--- src/rtl/status_pkg.sv ---
// Shared types for the status reporter: event levels, the log entry layout
// and the payload used for watchdog timeout events.
package status_pkg;

   typedef enum logic [1:0] {
      INFO    = 2'd0,
      ERROR   = 2'd1,
      FATAL   = 2'd2,
      SUCCESS = 2'd3
   } level_t;

   localparam logic [15:0] TIMEOUT_CODE = 16'hDEAD;

   typedef struct packed {
      level_t      level;
      logic [15:0] code;
   } log_evt_t;

endpackage

--- src/rtl/status_fifo.sv ---
// First-word-fall-through event FIFO; DEPTH must be a power of two so the
// pointers wrap naturally, and a write while full is allowed only with a pop.
module status_fifo
   import status_pkg::*;
#(
   parameter int DEPTH = 4
) (
   input  logic                         clk,
   input  logic                         rst,
   input  logic                         push_i,
   input  logic                         pop_i,
   input  log_evt_t                     din_i,
   output log_evt_t                     dout_o,
   output logic                         full_o,
   output logic                         empty_o,
   output logic [$clog2(DEPTH+1)-1:0]   count_o
);

   localparam int AW = $clog2(DEPTH);
   localparam int CW = $clog2(DEPTH + 1);

   log_evt_t        mem_q [DEPTH];
   logic [AW-1:0]   wr_ptr_q, wr_ptr_d;
   logic [AW-1:0]   rd_ptr_q, rd_ptr_d;
   logic [CW-1:0]   count_q, count_d;
   logic            wr_en, rd_en;

   assign full_o  = (count_q == CW'(DEPTH));
   assign empty_o = (count_q == '0);
   assign count_o = count_q;

   assign wr_en = push_i && (!full_o || pop_i);
   assign rd_en = pop_i && !empty_o;

   always_comb begin
      wr_ptr_d = wr_ptr_q;
      rd_ptr_d = rd_ptr_q;
      count_d  = count_q;
      if (wr_en) wr_ptr_d = wr_ptr_q + AW'(1);
      if (rd_en) rd_ptr_d = rd_ptr_q + AW'(1);
      case ({wr_en, rd_en})
         2'b10:   count_d = count_q + CW'(1);
         2'b01:   count_d = count_q - CW'(1);
         default: count_d = count_q;
      endcase
   end

   always_ff @(posedge clk or posedge rst) begin
      if (rst) begin
         wr_ptr_q <= '0;
         rd_ptr_q <= '0;
         count_q  <= '0;
      end else begin
         wr_ptr_q <= wr_ptr_d;
         rd_ptr_q <= rd_ptr_d;
         count_q  <= count_d;
      end
   end

   always_ff @(posedge clk) begin
      if (wr_en) mem_q[wr_ptr_q] <= din_i;
   end

   // Head is masked while empty so stale storage never reaches the log port.
   always_comb begin
      dout_o = '0;
      if (!empty_o) dout_o = mem_q[rd_ptr_q];
   end

endmodule

--- src/rtl/status_reporter.sv ---
// Event reporter: core events and watchdog timeouts are queued for the log
// port; a FATAL entry halts intake. STATUS_REPORTER_DROP_EN drops on full.
module status_reporter
   import status_pkg::*;
#(
   parameter int DEPTH          = 4,
   parameter int TIMEOUT_CYCLES = 1000
) (
   input  logic        clk,
   input  logic        rst,
   input  logic        evt_valid,
   output logic        evt_ready,
   input  logic [1:0]  evt_level,
   input  logic [15:0] evt_code,
   input  logic        heartbeat,
   output logic        log_valid,
   input  logic        log_ready,
   output logic [1:0]  log_level,
   output logic [15:0] log_code,
   output logic        halted,
   output logic [7:0]  drop_cnt
);

   localparam int CW  = $clog2(DEPTH + 1);
   localparam int WDW = $clog2(TIMEOUT_CYCLES + 1);
   localparam logic [WDW-1:0] WD_TERM = WDW'(TIMEOUT_CYCLES - 1);

   typedef enum logic {RUN, HALT} state_t;

   state_t          state_q;
   logic            halted_q;
   logic            pending_q, pending_d;
   logic [WDW-1:0]  wd_q, wd_d;

   log_evt_t        fifo_din, fifo_dout;
   logic            fifo_push, fifo_pop, fifo_full, fifo_empty;
   logic [CW-1:0]   fifo_count;

   logic            run, ready_int, core_accept, core_push, core_fatal;
   logic            pend_push, go_halt, wd_term;

   assign run         = (state_q == RUN);
   assign fifo_pop    = !fifo_empty && log_ready;
   assign core_accept = evt_valid && ready_int;
   assign core_fatal  = core_accept && (evt_level == FATAL);
   assign pend_push   = pending_q && ((fifo_count != CW'(DEPTH)) || fifo_pop);
   assign go_halt     = run && (pend_push || core_fatal);
   assign wd_term     = (wd_q == WD_TERM) && !heartbeat;

`ifdef STATUS_REPORTER_DROP_EN
   logic [7:0] drop_q, drop_d;

   assign ready_int = !rst && run && !pending_q;
   assign core_push = core_accept && !fifo_full;

   always_comb begin
      drop_d = drop_q;
      if (core_accept && fifo_full && drop_q != 8'hFF) drop_d = drop_q + 8'd1;
   end

   always_ff @(posedge clk or posedge rst) begin
      if (rst) drop_q <= '0;
      else     drop_q <= drop_d;
   end

   assign drop_cnt = drop_q;
`else
   assign ready_int = !rst && run && !pending_q && !fifo_full;
   assign core_push = core_accept;
   assign drop_cnt  = '0;
`endif

   assign evt_ready = ready_int;
   assign fifo_push = core_push || pend_push;

   // The timeout entry and a core entry never coincide: intake is closed while pending.
   always_comb begin
      fifo_din = '{level: level_t'(evt_level), code: evt_code};
      if (pend_push) fifo_din = '{level: FATAL, code: TIMEOUT_CODE};
   end

   // Watchdog is frozen once halted and held while a timeout waits for a slot.
   always_comb begin
      wd_d      = wd_q;
      pending_d = pending_q;
      if (run) begin
         if (heartbeat)          wd_d = '0;
         else if (pending_q)     wd_d = wd_q;
         else if (wd_q == WD_TERM) wd_d = '0;
         else                    wd_d = wd_q + WDW'(1);

         if (pend_push)                             pending_d = 1'b0;
         else if (!pending_q && wd_term && !core_fatal) pending_d = 1'b1;
      end
   end

   always_ff @(posedge clk or posedge rst) begin
      if (rst) begin
         wd_q      <= '0;
         pending_q <= 1'b0;
      end else begin
         wd_q      <= wd_d;
         pending_q <= pending_d;
      end
   end

   always_ff @(posedge clk or posedge rst) begin
      if (rst) begin
         state_q  <= RUN;
         halted_q <= 1'b0;
      end else begin
         case (state_q)
            RUN: begin
               if (go_halt) begin
                  state_q  <= HALT;
                  halted_q <= 1'b1;
               end
            end
            HALT:    halted_q <= 1'b1;
            default: begin
               state_q  <= RUN;
               halted_q <= 1'b0;
            end
         endcase
      end
   end

   assign halted = halted_q;

   status_fifo #(
      .DEPTH (DEPTH)
   ) u_fifo (
      .clk     (clk),
      .rst     (rst),
      .push_i  (fifo_push),
      .pop_i   (fifo_pop),
      .din_i   (fifo_din),
      .dout_o  (fifo_dout),
      .full_o  (fifo_full),
      .empty_o (fifo_empty),
      .count_o (fifo_count)
   );

   assign log_valid = !fifo_empty;
   assign log_level = fifo_dout.level;
   assign log_code  = fifo_dout.code;

endmodule

--- config.mk ---
export PLATFORM = sky130hd
export DESIGN_NAME = status_reporter
export DESIGN_NICKNAME = d
export VERILOG_FILES = /design/src/rtl/status_pkg.sv /design/src/rtl/status_fifo.sv /design/src/rtl/status_reporter.sv
export SDC_FILE = /design/constraint.sdc
export NUM_CORES = 1
export LEC_CHECK = 0
export BUFFER_PORTS_ARGS = -buffer_cell sky130_fd_sc_hd__buf_4
export CAP_MARGIN = 20
export CORE_ASPECT_RATIO = 2
export CORE_MARGIN = 5
export CORE_UTILIZATION = 50
export CTS_CLUSTER_SIZE = 16
export DETAILED_ROUTE_END_ITERATION = 10
export GPL_ROUTABILITY_DRIVEN = 0
export PLACE_DENSITY = 0.74
export SYNTH_ARGS = -nofsm -noshare
export SYNTH_HDL_FRONTEND = slang
export SYNTH_SLANG_ARGS = --single-unit
--- constraint.sdc ---
create_clock -name clk -period 3.2 [get_ports clk]
set_input_delay 0.32 -clock clk [delete_from_list [all_inputs] [get_ports clk]]
set_output_delay 0.32 -clock clk [all_outputs]
set_load 0.005 [all_outputs]
==> tab_implementation.tex, run 1 <==
\begin{tabular}{lr}
\hline
Metric & Value \\
\hline
\multicolumn{2}{l}{\textbf{Drt}} \\
\quad Average detailed-routed wire length per instance & $\sim$17 um \\
\quad Total vias in the final route & 2,127 \\
\quad Detail Route Antenna Nets & 0 \\
\quad Number of optimization iterations in the first detailed-route pass & 4 \\
\quad WL final & 6750 um \\
\quad \# DRC & 0 \\
\quad Per-cell via count in the routed design & 5.32 \\
\quad First-iteration detailed-routing DRC count & 126 \\
\multicolumn{2}{l}{\textbf{Floorplanning}} \\
\quad Chip Width & 73.2 um \\
\quad Die height & around 140 um \\
\quad Std-Cell Rows & 46 \\
\quad Initial core utilization & 50.7\% \\
\quad Die outline area & 0.00999 sq mm \\
\quad I/O Pins & 52 \\
\quad Core Area & 0.00789 sq mm \\
\multicolumn{2}{l}{\textbf{Setup path}} \\
\quad Crit start category & flop \\
\quad Worst reg2reg startpoint & u\_fifo.count\_o[0]\$\_DFFE\_PP0P\_ \\
\quad CP Max Fanout & 7 \\
\quad Start point of the critical path & u\_fifo.count\_o[0]\$\_DFFE\_PP0P\_ \\
\quad Kind of critical path & reg -> reg \\
\quad Capturing element type of the critical path & flop \\
\quad Data required time at the worst endpoint & roughly 3.5 ns \\
\quad Count of cells along the worst register-to-register path & 9 \\
\quad Critical Path AT & 3.00 ns \\
\multicolumn{2}{l}{\textbf{Power}} \\
\quad Static power due to leakage & 1.72 nW \\
\quad Combinational Power Share & 25.0\% \\
\quad Total design power & approximately 3.2 mW \\
\quad Power density over the cells & 690 mW/mm\^{}2 \\
\quad Switching Power & 0.788 mW \\
\quad Share of total power in the clock network & 30.8\% \\
\quad Sequential share of power & 44.1\% \\
\quad Switching part of the total & 24.3\% \\
\quad Internal power summed over all cells & 2.45 mW \\
\quad Worst IR drop on VDD & 0.383 mV \\
\multicolumn{2}{l}{\textbf{Logic synthesis}} \\
\quad Number of cells produced by synthesis & 250 \\
\quad FF+latch count, synth & 92 \\
\quad Leading cell type by number of instances after synthesis & sky130\_fd\_sc\_hd\_\_edfxtp\_1 \\
\quad Synth top area cells & sky130\_fd\_sc\_hd\_\_edfxtp\_1 54\%, sky130\_fd\_sc\_hd\_\_dfrtp\_1 13\%, sky130\_fd\_sc\_hd\_\_mux4\_2 10\% \\
\quad Average footprint of a synthesized cell & 16.0 sq um \\
\quad Dominant register cell in the synthesized netlist & sky130\_fd\_sc\_hd\_\_edfxtp\_1 \\
\quad Most instantiated cells after synthesis & 72 x sky130\_fd\_sc\_hd\_\_edfxtp\_1, 25 x sky130\_fd\_sc\_hd\_\_and2\_1, 20 x sky130\_fd\_sc\_hd\_\_dfrtp\_1 \\
\quad Post-synthesis cell type count & 43 \\
\quad Cell area after technology mapping & 0.00400 sq mm \\
\quad Share of flip-flops with an asynchronous set or reset & a little over a fifth \\
\quad Warning count from the yosys run & 0 \\
\quad Share of the synthesized area in the top cell type & $\sim$54\% \\
\quad Area leader, netlist & sky130\_fd\_sc\_hd\_\_edfxtp\_1 \\
\quad Register area share after synthesis & between 60\% and 70\% \\
\quad EDFF count, synth & 72 \\
\multicolumn{2}{l}{\textbf{Global route}} \\
\quad Initial antenna violation count & 0 \\
\quad Vias in the first global route & 2,204 \\
\quad Remaining global-route overflow & 0 \\
\quad Global-route wire length before repair & 10,900 um \\
\quad GRT Resource Usage Total & between 10\% and 20\% \\
\quad Maximum number of pins on one net before global-route repair & 21 \\
\multicolumn{2}{l}{\textbf{STA}} \\
\quad Count of endpoints failing setup in the final report & 0 \\
\quad Total negative slack for setup checks & 0 ns \\
\quad Clock skew after layout & around 0.0029 ns \\
\quad Transition time at the pin with the least slew margin & 0.852 ns \\
\quad Unrepaired setup endpoints after global routing & false \\
\quad Slew Limit Headroom & between 40\% and 50\% \\
\quad Total count of max-transition violations in the final report & 0 \\
\quad Final critical delay including setup and external delays & around 2.8 ns \\
\quad Peak clock frequency supported by timing & 0.364 GHz \\
\quad Post-route clock period utilization & a little under nine tenths \\
\quad Number of failing hold endpoints at the final stage & 0 \\
\multicolumn{2}{l}{\textbf{Clock network}} \\
\quad TritonCTS clock tree & built \\
\quad Clock latency of the later-clocked register in the worst-skew pair & around 0.33 ns \\
\quad CTS buffer count & 9 \\
\quad Number of H-tree branching levels & 3 \\
\quad Hold buffer count at cts & 0 \\
\quad Clock tree sinks & 92 \\
\quad Clock root buffer master & sky130\_fd\_sc\_hd\_\_clkbuf\_16 \\
\quad Post-CTS setup-driven buffer insertion count & 0 \\
\quad Bufs on Longest Clock Path & 2 \\
\quad Clock-pin slew on the worst setup and hold paths & 0.06 ns \\
\quad Number of resized instances in the post-cts repair step & 0 \\
\multicolumn{2}{l}{\textbf{Final layout}} \\
\quad Layout cell share with drive strength beyond 1 & 29.6\% \\
\quad Total area of sequential cells & 0.00266 sq mm \\
\quad Footprint of the multi-input gates & 0.00123 sq mm \\
\quad \# diodes & 0 \\
\quad Fin nets & between 300 and 400 \\
\quad Synthesis-to-layout area growth & 17.5\% \\
\quad Number of inserted filler cells in the final layout & 618 \\
\multicolumn{2}{l}{\textbf{Placement}} \\
\quad Count of buffers inserted at the top-level ports & 43 \\
\quad Estimated wirelength of the detail-placed design & between 4000 and 5000 um \\
\multicolumn{2}{l}{\textbf{Flow run}} \\
\quad Max capacitance violation total & 0 \\
\multicolumn{2}{l}{\textbf{Outcome}} \\
\quad Outcome & finished clean \\
\multicolumn{2}{l}{\textbf{Hold path}} \\
\quad Worst hold path type & in -> async \\
\hline
\end{tabular}
cell families after synthesis:
logic type / Yosys count / share of synthesized area [%]
and+or+nand+nor: 77 / 11.7
muxes: 20 / 10.7
AOI/OAI and AO/OA: 16 / 2.72
xor gates and xnor gates: 11 / 2.41
adders and majority gates: 7 / 2.38
DFF: 92 / 66.6
other: 1 / 0.0938
buffers and inverters: 26 / 3.41
per-layer routing:
metal  track usage (%)  wire [um]  up-vias  part of all wire (%)
li1                  -          -     1012                     -
met1              16.7       2410     1046                    36
met2              27.1       3910       55                    58
met3              2.44        282       14                   4.2
met4              7.80        140        0                   2.1
met5                 0          0        -                     0
worst max-delay path, stage by stage, from the launching register on:
cell and delay (ns):
sky130_fd_sc_hd__dfrtp_1 0.41, sky130_fd_sc_hd__nor3b_1 0.46, sky130_fd_sc_hd__nor4_1 0.17, sky130_fd_sc_hd__a21oi_2 0.43
sky130_fd_sc_hd__ha_1 0.29, sky130_fd_sc_hd__inv_1 0.07, sky130_fd_sc_hd__fa_1 0.37, sky130_fd_sc_hd__xor2_1 0.16
sky130_fd_sc_hd__nor2_1 0.14, sky130_fd_sc_hd__xor2_1 0.17
sequential cells by signal, summed over array words and instances, names as in the netlist:
| name | cells |
|---|---|
| u_fifo.mem_q | 72 |
| wd_q | 10 |
| u_fifo.count_o | 3 |
| state_q | 1 |
| pending_q | 1 |
| halted | 1 |
| u_fifo.wr_ptr_q | 2 |
| u_fifo.rd_ptr_q | 2 |
final timing paths:
path | end | slack, ns
min reg2reg | halted$_DFFE_PP0P_ | 0.48
max | u_fifo.count_o[2]$_DFFE_PP0P_ | 0.45
min | wd_q[3]$_DFFE_PP0P_ | 0.13
min in group clk | pending_q$_DFFE_PP0P_ | 0.27
max reg2reg | u_fifo.count_o[2]$_DFFE_PP0P_ | 0.45
max in group asynchronous | wd_q[6]$_DFFE_PP0P_ | 2.59
area by class of cell:
cell class	count	share of cell area, %
Clock buffer	11	4.96
Sequential cell	92	56.7
Multi-Input combinational cell	139	26.3
Tap cell	96	2.56
Timing Repair Buffer	48	7.67
Clock inverter	5	1.09
Inverter	9	0.719
through the flow:
step	utilization, %	hold slack (ns)	setup slack (ns)	area, sq um	cells
after floorplan	-	0.284	0.756	4020	257
after global routing	59.6	0.186	0.185	4700	400
final	59.6	0.133	0.449	4700	400
after global placement	56.0	0.452	0.734	4410	384
after CTS	59.6	0.149	0.438	4700	400
after detailed placement	56.0	0.453	0.507	4410	384
placed cells by master (no fill, tap or decap), drive strengths merged, types with 5 or more instances in the layout:
master,Yosys,routed
buf,10,48
nor4,5,5
edfxtp,72,72
xnor2,8,8
conb,1,8
a21oi,5,5
dfrtp,20,20
inv,9,10
and2,25,25
o21ai,5,5
nor2,8,8
mux4,18,18
nand2b,12,12
nor2b,6,6
nand2,5,5
ha,6,6
clkbuf,7,11
power groups by stage:
stage / Clock [mW] / Sequential, mW / Combinational [mW]
floorplan: 0 / 1.37 / 0.570
global placement: 0 / 1.46 / 0.816
detailed placement: 0 / 1.46 / 0.834
CTS: 1.02 / 1.44 / 0.838
global route: 1.08 / 1.45 / 0.894
finish: 0.999 / 1.43 / 0.811
Note: power is estimated with default switching activity, not from simulation.
==> run 2: changes to the inputs <==
--- a/config.mk
+++ b/config.mk
@@ -7,13 +7,16 @@
 export LEC_CHECK = 0
 export BUFFER_PORTS_ARGS = -buffer_cell sky130_fd_sc_hd__buf_4
 export CAP_MARGIN = 20
+export CELL_PAD_IN_SITES_DETAIL_PLACEMENT = 1
+export CELL_PAD_IN_SITES_GLOBAL_PLACEMENT = 2
 export CORE_ASPECT_RATIO = 2
 export CORE_MARGIN = 5
-export CORE_UTILIZATION = 50
+export CORE_UTILIZATION = 41
 export CTS_CLUSTER_SIZE = 16
 export DETAILED_ROUTE_END_ITERATION = 10
 export GPL_ROUTABILITY_DRIVEN = 0
-export PLACE_DENSITY = 0.74
+export PLACE_DENSITY = 0.81
+export SETUP_SLACK_MARGIN = 0.4
 export SYNTH_ARGS = -nofsm -noshare
 export SYNTH_HDL_FRONTEND = slang
 export SYNTH_SLANG_ARGS = --single-unit
==> tab_implementation.tex, run 2 (same netlist as run 1, synthesis figures left out) <==
\begin{tabular}{lr}
\hline
Metric & Value \\
\hline
\multicolumn{2}{l}{\textbf{Drt}} \\
\quad First-iteration detailed-routing DRC count & 85 (was 126) \\
\quad Per-cell via count in the routed design & 4.97 (was 5.32) \\
\quad WL final & 8000 um (was 6750 um) \\
\quad Average detailed-routed wire length per instance & 18.2 um (was 16.9 um) \\
\quad Detail Route Antenna Nets & 0 (unchanged) \\
\quad \# DRC & 0 (unchanged) \\
\quad Total vias in the final route & 2,180 (was 2,127) \\
\quad Number of optimization iterations in the first detailed-route pass & 4 (unchanged) \\
\multicolumn{2}{l}{\textbf{STA}} \\
\quad Unrepaired setup endpoints after global routing & false (unchanged) \\
\quad Slew Limit Headroom & 40.1\% (was 43.2\%) \\
\quad Total count of max-transition violations in the final report & 0 (unchanged) \\
\quad Post-route clock period utilization & 78.9\% (was 86.0\%) \\
\quad Count of endpoints failing setup in the final report & 0 (unchanged) \\
\quad Number of failing hold endpoints at the final stage & 0 (unchanged) \\
\quad Total negative slack for setup checks & 0 ns (unchanged) \\
\quad Hold slack final & 0.169 ns (was 0.133 ns) \\
\quad Peak clock frequency supported by timing & 0.396 GHz (was 0.364 GHz) \\
\quad Final critical delay including setup and external delays & 2.53 ns (was 2.75 ns) \\
\quad Clock skew after layout & 0.00584 ns (was 0.00286 ns) \\
\quad Transition time at the pin with the least slew margin & 0.899 ns (was 0.852 ns) \\
\multicolumn{2}{l}{\textbf{Global route}} \\
\quad Maximum number of pins on one net before global-route repair & 21 (unchanged) \\
\quad Vias in the first global route & 2,400 (was 2,204) \\
\quad Remaining global-route overflow & 0 (unchanged) \\
\quad Initial antenna violation count & 0 (unchanged) \\
\quad GRT Resource Usage Total & 14.4\% (was 15.1\%) \\
\quad Global-route wire length before repair & 12,800 um (was 10,900 um) \\
\multicolumn{2}{l}{\textbf{Power}} \\
\quad Static power due to leakage & 1.73 nW (was 1.72 nW) \\
\quad Total design power & 3.28 mW (was 3.24 mW) \\
\quad Power density over the cells & 688 mW/mm\^{}2 (was 690 mW/mm\^{}2) \\
\quad Worst IR drop on VDD & 0.344 mV (was 0.383 mV) \\
\multicolumn{2}{l}{\textbf{Placement}} \\
\quad Count of buffers inserted at the top-level ports & 43 (unchanged) \\
\quad Estimated wirelength of the detail-placed design & 5610 um (was 4600 um) \\
\multicolumn{2}{l}{\textbf{Final layout}} \\
\quad Flip-flop count of the largest register after layout & 72 (unchanged) \\
\quad Layout cell share with drive strength beyond 1 & 31.3\% (was 29.6\%) \\
\quad Fin nets & 332 (was 329) \\
\quad \# diodes & 0 (unchanged) \\
\quad Most frequent standard cell in the layout excluding fill and tap cells & sky130\_fd\_sc\_hd\_\_edfxtp\_1 (unchanged) \\
\quad Most used cells in the layout excluding fill and tap cells & 72 x sky130\_fd\_sc\_hd\_\_edfxtp\_1, 51 x sky130\_fd\_sc\_hd\_\_buf\_4, 25 x sky130\_fd\_sc\_hd\_\_and2\_1 (was 72 x sky130\_fd\_sc\_hd\_\_edfxtp\_1, 48 x sky130\_fd\_sc\_hd\_\_buf\_4, 25 x sky130\_fd\_sc\_hd\_\_and2\_1) \\
\quad Top reg by flops & u\_fifo.mem\_q (unchanged) \\
\quad Synthesis-to-layout area growth & 19.2\% (was 17.5\%) \\
\multicolumn{2}{l}{\textbf{Setup path}} \\
\quad Worst reg2reg startpoint & u\_fifo.count\_o[0]\$\_DFFE\_PP0P\_ (unchanged) \\
\quad Start point of the critical path & u\_fifo.count\_o[0]\$\_DFFE\_PP0P\_ (unchanged) \\
\quad Crit start category & flop (unchanged) \\
\quad Reg-to-reg setup timing slack & 0.67 ns (was 0.45 ns) \\
\quad Kind of critical path & reg -> reg (unchanged) \\
\quad Capturing element type of the critical path & flop (unchanged) \\
\quad Critical Path AT & 2.78 ns (was 3.00 ns) \\
\quad CP Max Fanout & 7 (unchanged) \\
\quad Critical register-to-register path endpoint & u\_fifo.count\_o[2]\$\_DFFE\_PP0P\_ (unchanged) \\
\quad Count of cells along the worst register-to-register path & 9 (unchanged) \\
\quad Data required time at the worst endpoint & 3.45 ns (about the same) \\
\multicolumn{2}{l}{\textbf{Floorplanning}} \\
\quad Die height & 150 um (was 136 um) \\
\quad Die outline area & 0.0119 sq mm (was 0.00999 sq mm) \\
\quad Std-Cell Rows & 51 (was 46) \\
\quad Core Area & 0.00964 sq mm (was 0.00789 sq mm) \\
\quad Initial core utilization & 41.5\% (was 50.7\%) \\
\quad Chip Width & 79.8 um (was 73.2 um) \\
\quad I/O Pins & 52 (unchanged) \\
\multicolumn{2}{l}{\textbf{Clock network}} \\
\quad TritonCTS clock tree & built (unchanged) \\
\quad Number of H-tree branching levels & 3 (unchanged) \\
\quad Bufs on Longest Clock Path & 2 (unchanged) \\
\quad Clock root buffer master & sky130\_fd\_sc\_hd\_\_clkbuf\_16 (unchanged) \\
\quad Hold buffer count at cts & 0 (unchanged) \\
\quad Clock-pin slew on the worst setup and hold paths & 0.06 ns (about the same) \\
\quad Clock latency of the later-clocked register in the worst-skew pair & 0.33 ns (about the same) \\
\quad Clock tree sinks & 92 (unchanged) \\
\quad CTS buffer count & 9 (unchanged) \\
\quad Post-CTS setup-driven buffer insertion count & 0 (unchanged) \\
\multicolumn{2}{l}{\textbf{Flow run}} \\
\quad Max capacitance violation total & 0 (unchanged) \\
\multicolumn{2}{l}{\textbf{Outcome}} \\
\quad Outcome & finished clean (unchanged) \\
\multicolumn{2}{l}{\textbf{Hold path}} \\
\quad Worst hold path type & in -> async (unchanged) \\
\hline
\end{tabular}
run 2: worst max-delay path, cell delays in order, from the launching register on:
cell                      delay [ns]
sky130_fd_sc_hd__dfrtp_1        0.43
sky130_fd_sc_hd__nor3b_2        0.32
sky130_fd_sc_hd__nor4_1         0.14
sky130_fd_sc_hd__a21oi_2        0.40
sky130_fd_sc_hd__ha_1           0.27
sky130_fd_sc_hd__inv_1          0.06
sky130_fd_sc_hd__fa_1           0.38
sky130_fd_sc_hd__xor2_1         0.15
sky130_fd_sc_hd__nor2_1         0.13
sky130_fd_sc_hd__xor2_1         0.16
run 2: layout make-up:
cell class / instances / area (sq um)
fill: 939 / 4870
tap: 132 / 165
multi-input combinational: 139 / 1240
clock inverter: 5 / 26.3
sequential: 92 / 2660
timing repair buffer: 51 / 383
clock buffer: 11 / 254
inverter: 9 / 33.8
run 2: worst max path at each step:
stage / endpoint / slack [ns] / cells after the start
final: u_fifo.count_o[2]$_DFFE_PP0P_ / 0.67 / 9
after global routing: u_fifo.count_o[2]$_DFFE_PP0P_ / 0.46 / 9
after CTS: u_fifo.count_o[2]$_DFFE_PP0P_ / 0.50 / 9
after detailed placement: u_fifo.count_o[2]$_DFFE_PP0P_ / 0.52 / 9
after global placement: u_fifo.count_o[2]$_DFFE_PP0P_ / 0.70 / 9
after floorplan: u_fifo.mem_q[0][0]$_DFFE_PP_ / 0.76 / 4
run 2: repair_timing:
item                                   CTS  global route
endpoints found under the hold margin    0             0
setup endpoints to repair                0             1
gates resized for setup                  0             1
run 2: metal layers:
| layer | wire [um] | vias to the layer above | track usage [%] |
|---|---|---|---|
| met2 | 4680 | 42 | 27.8 |
| met5 | 0 | - | 0 |
| met1 | 2920 | 1116 | 15.0 |
| met3 | 281 | 6 | 2.59 |
| met4 | 116 | 0 | 5.50 |
| li1 | - | 1016 | - |
run 2: stage by stage:
step	setup slack, ns	std cells	area (sq um)	util (%)
2_1_floorplan	0.756	257	4020	-
3_3_place_gp	0.699	423	4480	46.5
3_5_place_dp	0.519	423	4480	46.5
4_1_cts	0.501	439	4760	49.4
5_1_grt	0.457	439	4760	49.4
6_report	0.674	439	4760	49.4
run 2: report_power, final:
group          internal, mW  switching (mW)
combinational         0.541           0.314
clock                 0.567           0.413
sequential             1.33           0.115
total                  2.43           0.842
